===== src/rtl/int_ctrl_pkg.sv =====
`default_nettype none
// ============================================================================
// int_ctrl_pkg : shared constants, FSM state type and priority helper
// Revision     : 1.0
// ============================================================================
package int_ctrl_pkg;

    localparam int IRQ_N = 8;

    // Byte offsets within the MMIO window; decoded on address bits [3:2].
    localparam logic [3:0] OFF_MASK  = 4'h0;
    localparam logic [3:0] OFF_PEND  = 4'h4;
    localparam logic [3:0] OFF_CAUSE = 4'h8;
    localparam logic [3:0] OFF_CTRL  = 4'hC;

    typedef enum logic [1:0] {
        IDLE     = 2'd0,
        ASSERT   = 2'd1,
        WAIT_CLR = 2'd2
    } state_t;

    function automatic logic [2:0] prio_idx(input logic [IRQ_N-1:0] act);
        logic [2:0] idx;
        idx = 3'd0;
        for (int i = IRQ_N - 1; i >= 0; i--) begin
            if (act[i]) idx = 3'(i);
        end
        return idx;
    endfunction

endpackage
`default_nettype wire


===== src/rtl/int_ctrl_if.sv =====
`default_nettype none
// ============================================================================
// int_ctrl_if : CPU data-memory bus as seen by the interrupt controller
// Revision    : 1.0
// ============================================================================
interface int_ctrl_if;
    logic        bus_read;
    logic        bus_write;
    logic [31:0] bus_addr;
    logic [31:0] bus_wdata;
    logic [31:0] bus_rdata;
    logic        bus_hit;

    modport master (
        output bus_read, bus_write, bus_addr, bus_wdata,
        input  bus_rdata, bus_hit
    );

    modport slave (
        input  bus_read, bus_write, bus_addr, bus_wdata,
        output bus_rdata, bus_hit
    );
endinterface
`default_nettype wire


===== src/rtl/int_ctrl_irq_sync.sv =====
`default_nettype none
// ============================================================================
// irq_sync : 2-flop synchronizer plus rising-edge detector for one line
// Revision : 1.0
// ============================================================================
module irq_sync (
    input  wire logic clk,
    input  wire logic rst,
    input  wire logic async_in,
    output logic      rise
);
    logic       r_s1, r_s2, r_s3;
    logic [2:0] r_arm;

    // r_arm holds off detection until r_s3 carries a real post-reset sample,
    // so a line already high through reset is never seen as an edge.
    always_ff @(posedge clk or posedge rst) begin
        if (rst) begin
            r_s1  <= 1'b0;
            r_s2  <= 1'b0;
            r_s3  <= 1'b0;
            r_arm <= 3'b000;
        end else begin
            r_s1  <= async_in;
            r_s2  <= r_s1;
            r_s3  <= r_s2;
            r_arm <= {r_arm[1:0], 1'b1};
        end
    end

    assign rise = r_s2 & ~r_s3 & r_arm[2];

endmodule
`default_nettype wire


===== src/rtl/int_ctrl.sv =====
`default_nettype none
// ============================================================================
// int_ctrl : 8-line edge-triggered interrupt controller with MMIO registers
// Revision : 1.0
// ============================================================================
module int_ctrl
    import int_ctrl_pkg::*;
#(
    parameter logic [31:0] BASE_ADDR   = 32'h0000_FF00,
    parameter int          HOLD_CYCLES = 4
) (
    input  wire logic             clk,
    input  wire logic             rst,
    input  wire logic [IRQ_N-1:0] irq_in,
    int_ctrl_if.slave             bus,
    output logic                  interupt,
    output logic [2:0]            irq_id
);
    localparam logic [7:0] c_hold_load = 8'(HOLD_CYCLES - 1);

    logic [IRQ_N-1:0] w_rise;
    logic [IRQ_N-1:0] r_mask, r_pend, w_active;
    logic             r_ctrl_en;
    logic             w_wr;
    logic [3:0]       w_off;
    state_t           r_state, w_state_nxt;
    logic [7:0]       r_cnt, w_cnt_nxt;
    logic [2:0]       r_irq_id, w_id_nxt;
    logic             r_interupt, w_int_nxt;
    logic             w_unused;

    generate
        for (genvar i = 0; i < IRQ_N; i++) begin : g_sync
            irq_sync u_sync (
                .clk      (clk),
                .rst      (rst),
                .async_in (irq_in[i]),
                .rise     (w_rise[i])
            );
        end
    endgenerate

    assign bus.bus_hit = (bus.bus_addr[31:4] == BASE_ADDR[31:4]);
    assign w_wr        = bus.bus_write & bus.bus_hit;
    assign w_off       = {bus.bus_addr[3:2], 2'b00};
    assign w_unused    = &{1'b0, bus.bus_read, bus.bus_addr[1:0], bus.bus_wdata[31:8]};

    // An edge arriving together with a W1C wins, so the OR comes last.
    always_ff @(posedge clk or posedge rst) begin
        if (rst) begin
            r_mask    <= '0;
            r_pend    <= '0;
            r_ctrl_en <= 1'b0;
        end else begin
            if (w_wr && w_off == OFF_MASK) r_mask    <= bus.bus_wdata[7:0];
            if (w_wr && w_off == OFF_CTRL) r_ctrl_en <= bus.bus_wdata[0];
            if (w_wr && w_off == OFF_PEND) r_pend    <= (r_pend & ~bus.bus_wdata[7:0]) | w_rise;
            else                           r_pend    <= r_pend | w_rise;
        end
    end

    always_comb begin
        bus.bus_rdata = 32'h0;
        if (bus.bus_hit) begin
            case (w_off)
                OFF_MASK:  bus.bus_rdata = {24'h0, r_mask};
                OFF_PEND:  bus.bus_rdata = {24'h0, r_pend};
                OFF_CAUSE: bus.bus_rdata = {28'h0, (r_state != IDLE), r_irq_id};
                OFF_CTRL:  bus.bus_rdata = {31'h0, r_ctrl_en};
                default:   bus.bus_rdata = 32'h0;
            endcase
        end
    end

    assign w_active = r_ctrl_en ? (r_pend & r_mask) : '0;

    always_ff @(posedge clk or posedge rst) begin
        if (rst) begin
            r_state    <= IDLE;
            r_cnt      <= 8'h0;
            r_irq_id   <= 3'd0;
            r_interupt <= 1'b0;
        end else begin
            r_state    <= w_state_nxt;
            r_cnt      <= w_cnt_nxt;
            r_irq_id   <= w_id_nxt;
            r_interupt <= w_int_nxt;
        end
    end

    always_comb begin
        w_state_nxt = r_state;
        w_cnt_nxt   = r_cnt;
        w_id_nxt    = r_irq_id;
        w_int_nxt   = r_interupt;
        case (r_state)
            IDLE: begin
                if (|w_active) begin
                    w_state_nxt = ASSERT;
                    w_id_nxt    = prio_idx(w_active);
                    w_int_nxt   = 1'b1;
                    w_cnt_nxt   = c_hold_load;
                end
            end
            ASSERT: begin
                if (r_cnt == 8'h0) begin
                    w_state_nxt = WAIT_CLR;
                    w_int_nxt   = 1'b0;
                end else begin
                    w_cnt_nxt = r_cnt - 8'h1;
                end
            end
            WAIT_CLR: begin
                if (!r_pend[r_irq_id]) w_state_nxt = IDLE;
            end
            default: begin
                w_state_nxt = IDLE;
                w_int_nxt   = 1'b0;
            end
        endcase
    end

    assign interupt = r_interupt;
    assign irq_id   = r_irq_id;

endmodule
`default_nettype wire


===== src/flat_wrapper.sv =====
// flat-port wrapper written by rule: the top's interface ports become plain ports
module int_ctrl_flat import int_ctrl_pkg::*;
#(
    parameter logic [31:0] BASE_ADDR   = 32'h0000_FF00,
    parameter int          HOLD_CYCLES = 4
)
  (clk, rst, irq_in, interupt, irq_id, bus_bus_read, bus_bus_write, bus_bus_addr, bus_bus_wdata, bus_bus_rdata, bus_bus_hit);
  int_ctrl_if bus_i ();
  input  wire logic clk;
  input  wire logic rst;
  input  wire logic [IRQ_N-1:0] irq_in;
  output logic interupt;
  output logic [2:0] irq_id;
  input wire logic [$bits(bus_i.bus_read)-1:0] bus_bus_read;
  input wire logic [$bits(bus_i.bus_write)-1:0] bus_bus_write;
  input wire logic [$bits(bus_i.bus_addr)-1:0] bus_bus_addr;
  input wire logic [$bits(bus_i.bus_wdata)-1:0] bus_bus_wdata;
  output wire logic [$bits(bus_i.bus_rdata)-1:0] bus_bus_rdata;
  output wire logic [$bits(bus_i.bus_hit)-1:0] bus_bus_hit;
  assign bus_i.bus_read = bus_bus_read;
  assign bus_i.bus_write = bus_bus_write;
  assign bus_i.bus_addr = bus_bus_addr;
  assign bus_i.bus_wdata = bus_bus_wdata;
  assign bus_bus_rdata = bus_i.bus_rdata;
  assign bus_bus_hit = bus_i.bus_hit;
  int_ctrl #(.BASE_ADDR(BASE_ADDR), .HOLD_CYCLES(HOLD_CYCLES)) u_core (.clk(clk), .rst(rst), .irq_in(irq_in), .bus(bus_i), .interupt(interupt), .irq_id(irq_id));
endmodule

===== config.mk =====
export PLATFORM = sky130hd
export DESIGN_NAME = int_ctrl_flat
export DESIGN_NICKNAME = d
export VERILOG_FILES = /design/src/rtl/int_ctrl_pkg.sv /design/src/rtl/int_ctrl_if.sv /design/src/rtl/int_ctrl_irq_sync.sv /design/src/rtl/int_ctrl.sv /design/src/flat_wrapper.sv
export SDC_FILE = /design/constraint.sdc
export NUM_CORES = 1
export LEC_CHECK = 0
export BUFFER_PORTS_ARGS = -buffer_cell sky130_fd_sc_hd__buf_2
export CORE_MARGIN = 2
export CORE_UTILIZATION = 52
export DETAILED_ROUTE_END_ITERATION = 8
export PLACE_DENSITY = 0.82
export SYNTH_ARGS = -nofsm -noshare
export SYNTH_HDL_FRONTEND = slang
export SYNTH_SLANG_ARGS = --single-unit

===== constraint.sdc =====
create_clock -name clk -period 3.1 [get_ports clk]
set_clock_uncertainty 0.1 [all_clocks]
set_input_delay 0.62 -clock clk [delete_from_list [all_inputs] [get_ports clk]]
set_output_delay 0.62 -clock clk [all_outputs]
set_load 0.005 [all_outputs]

==> results.yml <==
outcome:
  status: "complete, no violations"
synth:
  syn_area_per_cell_sq_um: 11.22
  seq_area_frac_synth: 0.5176
  yosys.cell_types.count: 49
  synth_top_area_share: 0.5176
  ys_ff_latch: 58
  async_flop_share: 1.000
  synth_edf_count: 0
  synth_top_cell_by_area: "dfrtp_1"
  synth_commonest_cells: "dfrtp_1, buf_4, nand3_1, nor2b_1, nand2_1"
  ys.flop_type: "dfrtp_1"
  ys_warn_count: 0
  synth_area_sq_um: 2804
  yosysMostFrequentCell: "dfrtp_1"
  syn_inst: 250
  synth_area_leaders: "dfrtp_1, buf_4, mux2_2"
sta:
  slew_headroom: 0.5329
  setup_viol_count_final: 0
  finalCritPeriodShare: 0.8948
  max_freq_ghz: 0.3605
  fin_tns_setup_ns: 0
  rsz0062_at_grt: "false"
  drv_slew: 0
  hold_violations: 0
  hold-worst-slack_ns: 0.2465
  tightest_slew_ns: 0.7007
  post-route-min-period_ns: 2.774
die:
  core_sq_um: 5140
  row_count: 26
  io_pins: 113
  start_util: 0.5455
  fp.dieW_microns: 77.43
  design.die.area_sq_um: 5995
  die_h_microns: 77.43
flow_run:
  maxCapViolations: 0
cts:
  htreeDepth: 3
  ctsResizeCount: 0
  cts-root-buf: "clkbuf_8"
  cts_num_sinks: 58
  clock_tree.buffer_depth: 2
  path_clk_slew_ns: 0.06
  cts_buffers: 9
  hold_buffers: 0
  clk_latency_ns: 0.33
  cts_tree: "built"
  cts_setup_buffers: 0
routing:
  dr_total_vias: 2055
  antenna_left: 0
  via_per_inst: 5.283
  drcViolationCount: 0
  drt_iter0_drc: 74
  first_pass_iters: 4
  routed_wl_microns: 5562
  wl_per_cell_microns: 14.30
global_route:
  grt_pass1_vias: 1974
  grt_pass1_wl_microns: 9273
  track_usage: 0.2003
  grt_max_degree: 59
  antenna_found_initial: 0
  gr-total-overflow: 0
power:
  power_density_nw_per_um2: 449.3
  p_leak_nw: 1.552
  power_w: 0.001458
  irDropWorstVdd_mv: 0.3504
finish:
  fin_nets: 392
  diodes: 0
  drive_gt1_frac: 0.3229
  syn_to_final_growth_pct: 15.75
setup_path:
  critPathRequiredTime_ns: 2.38
  cp_max_fo: 9
  endpoint_kind: "output port"
  worstPathArrival_ns: 2.05
  path_class: "in -> out"
  startpoint_type: "input pin"
placement:
  io_buffers: 61
  routabilityCongestion: 0.8369
  dp_hpwl_microns: 4107
min_path:
  hold_path.class: "reg -> reg"
[where the power goes]
group          internal, W  switching (W)
clock             0.000307       0.000289
sequential        0.000775     0.00000677
combinational    0.0000351      0.0000454
[final timing paths]
check	startpoint	end	slack, ns	cells past startpoint
worst min register to register	u_core.g_sync[3].u_sync.r_s1	u_core.g_sync[3].u_sync.r_s2	0.25	0
worst max-delay path	bus_bus_addr[21]	bus_bus_rdata[5]	0.33	6
worst max register to register	u_core.r_cnt[0]	u_core.r_cnt[6]	0.96	6
worst min-delay path	u_core.g_sync[3].u_sync.r_s1	u_core.g_sync[3].u_sync.r_s2	0.25	0
max in group asynchronous	rst	u_core.r_mask[7]	2.06	3
min in group asynchronous	rst	u_core.g_sync[2].u_sync.r_s2	0.37	3
[flip-flops by register name, indices dropped and copies added (netlist names)]
name	flops
u_core.g_sync.u_sync.r_s1	8
u_core.g_sync.u_sync.r_s2	8
u_core.g_sync.u_sync.r_s3	8
u_core.r_cnt	8
u_core.r_mask	8
u_core.r_pend	8
u_core.g_sync.u_sync.r_arm	3
u_core.irq_id	3
u_core.r_state	2
u_core.interupt	1
u_core.r_ctrl_en	1
[final cells by class]
type / instances / area (sq um)
fillers: 452 / 1894
repair buffers: 63 / 320.3
multi-input cells: 175 / 1189
inverters: 7 / 26.28
flip-flops and latches: 58 / 1451
clock inverters: 5 / 30.03
well taps: 70 / 87.58
clock buffers: 11 / 141.4
[per-stage QoR]
| stage | cells | utilization | instance area, sq um | setup WS [ns] |
|---|---|---|---|---|
| 4_1_cts | 389 | 0.6315 | 3246 | 0.3262 |
| 2_1_floorplan | 273 | - | 2890 | 0.6602 |
| 3_3_place_gp | 373 | 0.5981 | 3074 | 0.3781 |
| 6_report | 389 | 0.6315 | 3246 | 0.3262 |
| 3_5_place_dp | 373 | 0.5981 | 3074 | 0.3342 |
| 5_1_grt | 389 | 0.6315 | 3246 | 0.1441 |
[cells by family (layout without fill, tap and decap cells)]
group / Yosys count / in the layout / share of synthesized area
AND/OR/NAND/NOR: 93 / 93 / 0.1959
flip-flops: 58 / 58 / 0.5176
buffers and inverters: 40 / 86 / 0.08925
AO/OA/AOI/OAI: 35 / 35 / 0.09639
multiplexers: 20 / 20 / 0.08925
adder cells (fa/ha/maj): 2 / 2 / 0.008923
other: 2 / 25 / 0.002678
[cell usage in the layout, fill, tap and decap left out, types with 2 or more instances in the layout]
| master | count |
|---|---|
| inv_1 | 6 |
| a21oi_1 | 4 |
| dfrtp_1 | 58 |
| mux2_2 | 10 |
| nor3b_1 | 2 |
| o22ai_1 | 2 |
| nor4_2 | 3 |
| nand2_1 | 15 |
| mux2i_1 | 7 |
| a22o_1 | 4 |
| conb_1 | 25 |
| buf_2 | 61 |
| clkinv_2 | 3 |
| or3_1 | 6 |
| nand4_1 | 2 |
| nor2_1 | 10 |
| nor3_1 | 9 |
| clkbuf_8 | 10 |
| mux4_2 | 3 |
| o21ai_0 | 6 |
| clkinvlp_4 | 2 |
| nand3_1 | 17 |
| nor2b_1 | 17 |
| a221o_1 | 7 |
| buf_4 | 2 |
| ha_1 | 2 |
| and4bb_2 | 2 |
[critical path, cell delays in order]
cell and delay [ns]:
buf_2 0.10, nor4_2 0.27, nand4_1 0.23, or2_2 0.45, nor3_1 0.22, buf_2 0.15
[metal layers]
layer,vias up,global-route usage,share of wire
met1,1002,0.2459,0.41
met4,0,0.09821,0.013
li1,981,-,-
met5,-,0,0
met2,62,0.3313,0.53
met3,10,0.04884,0.043
Power figures use the tool's default switching activity.
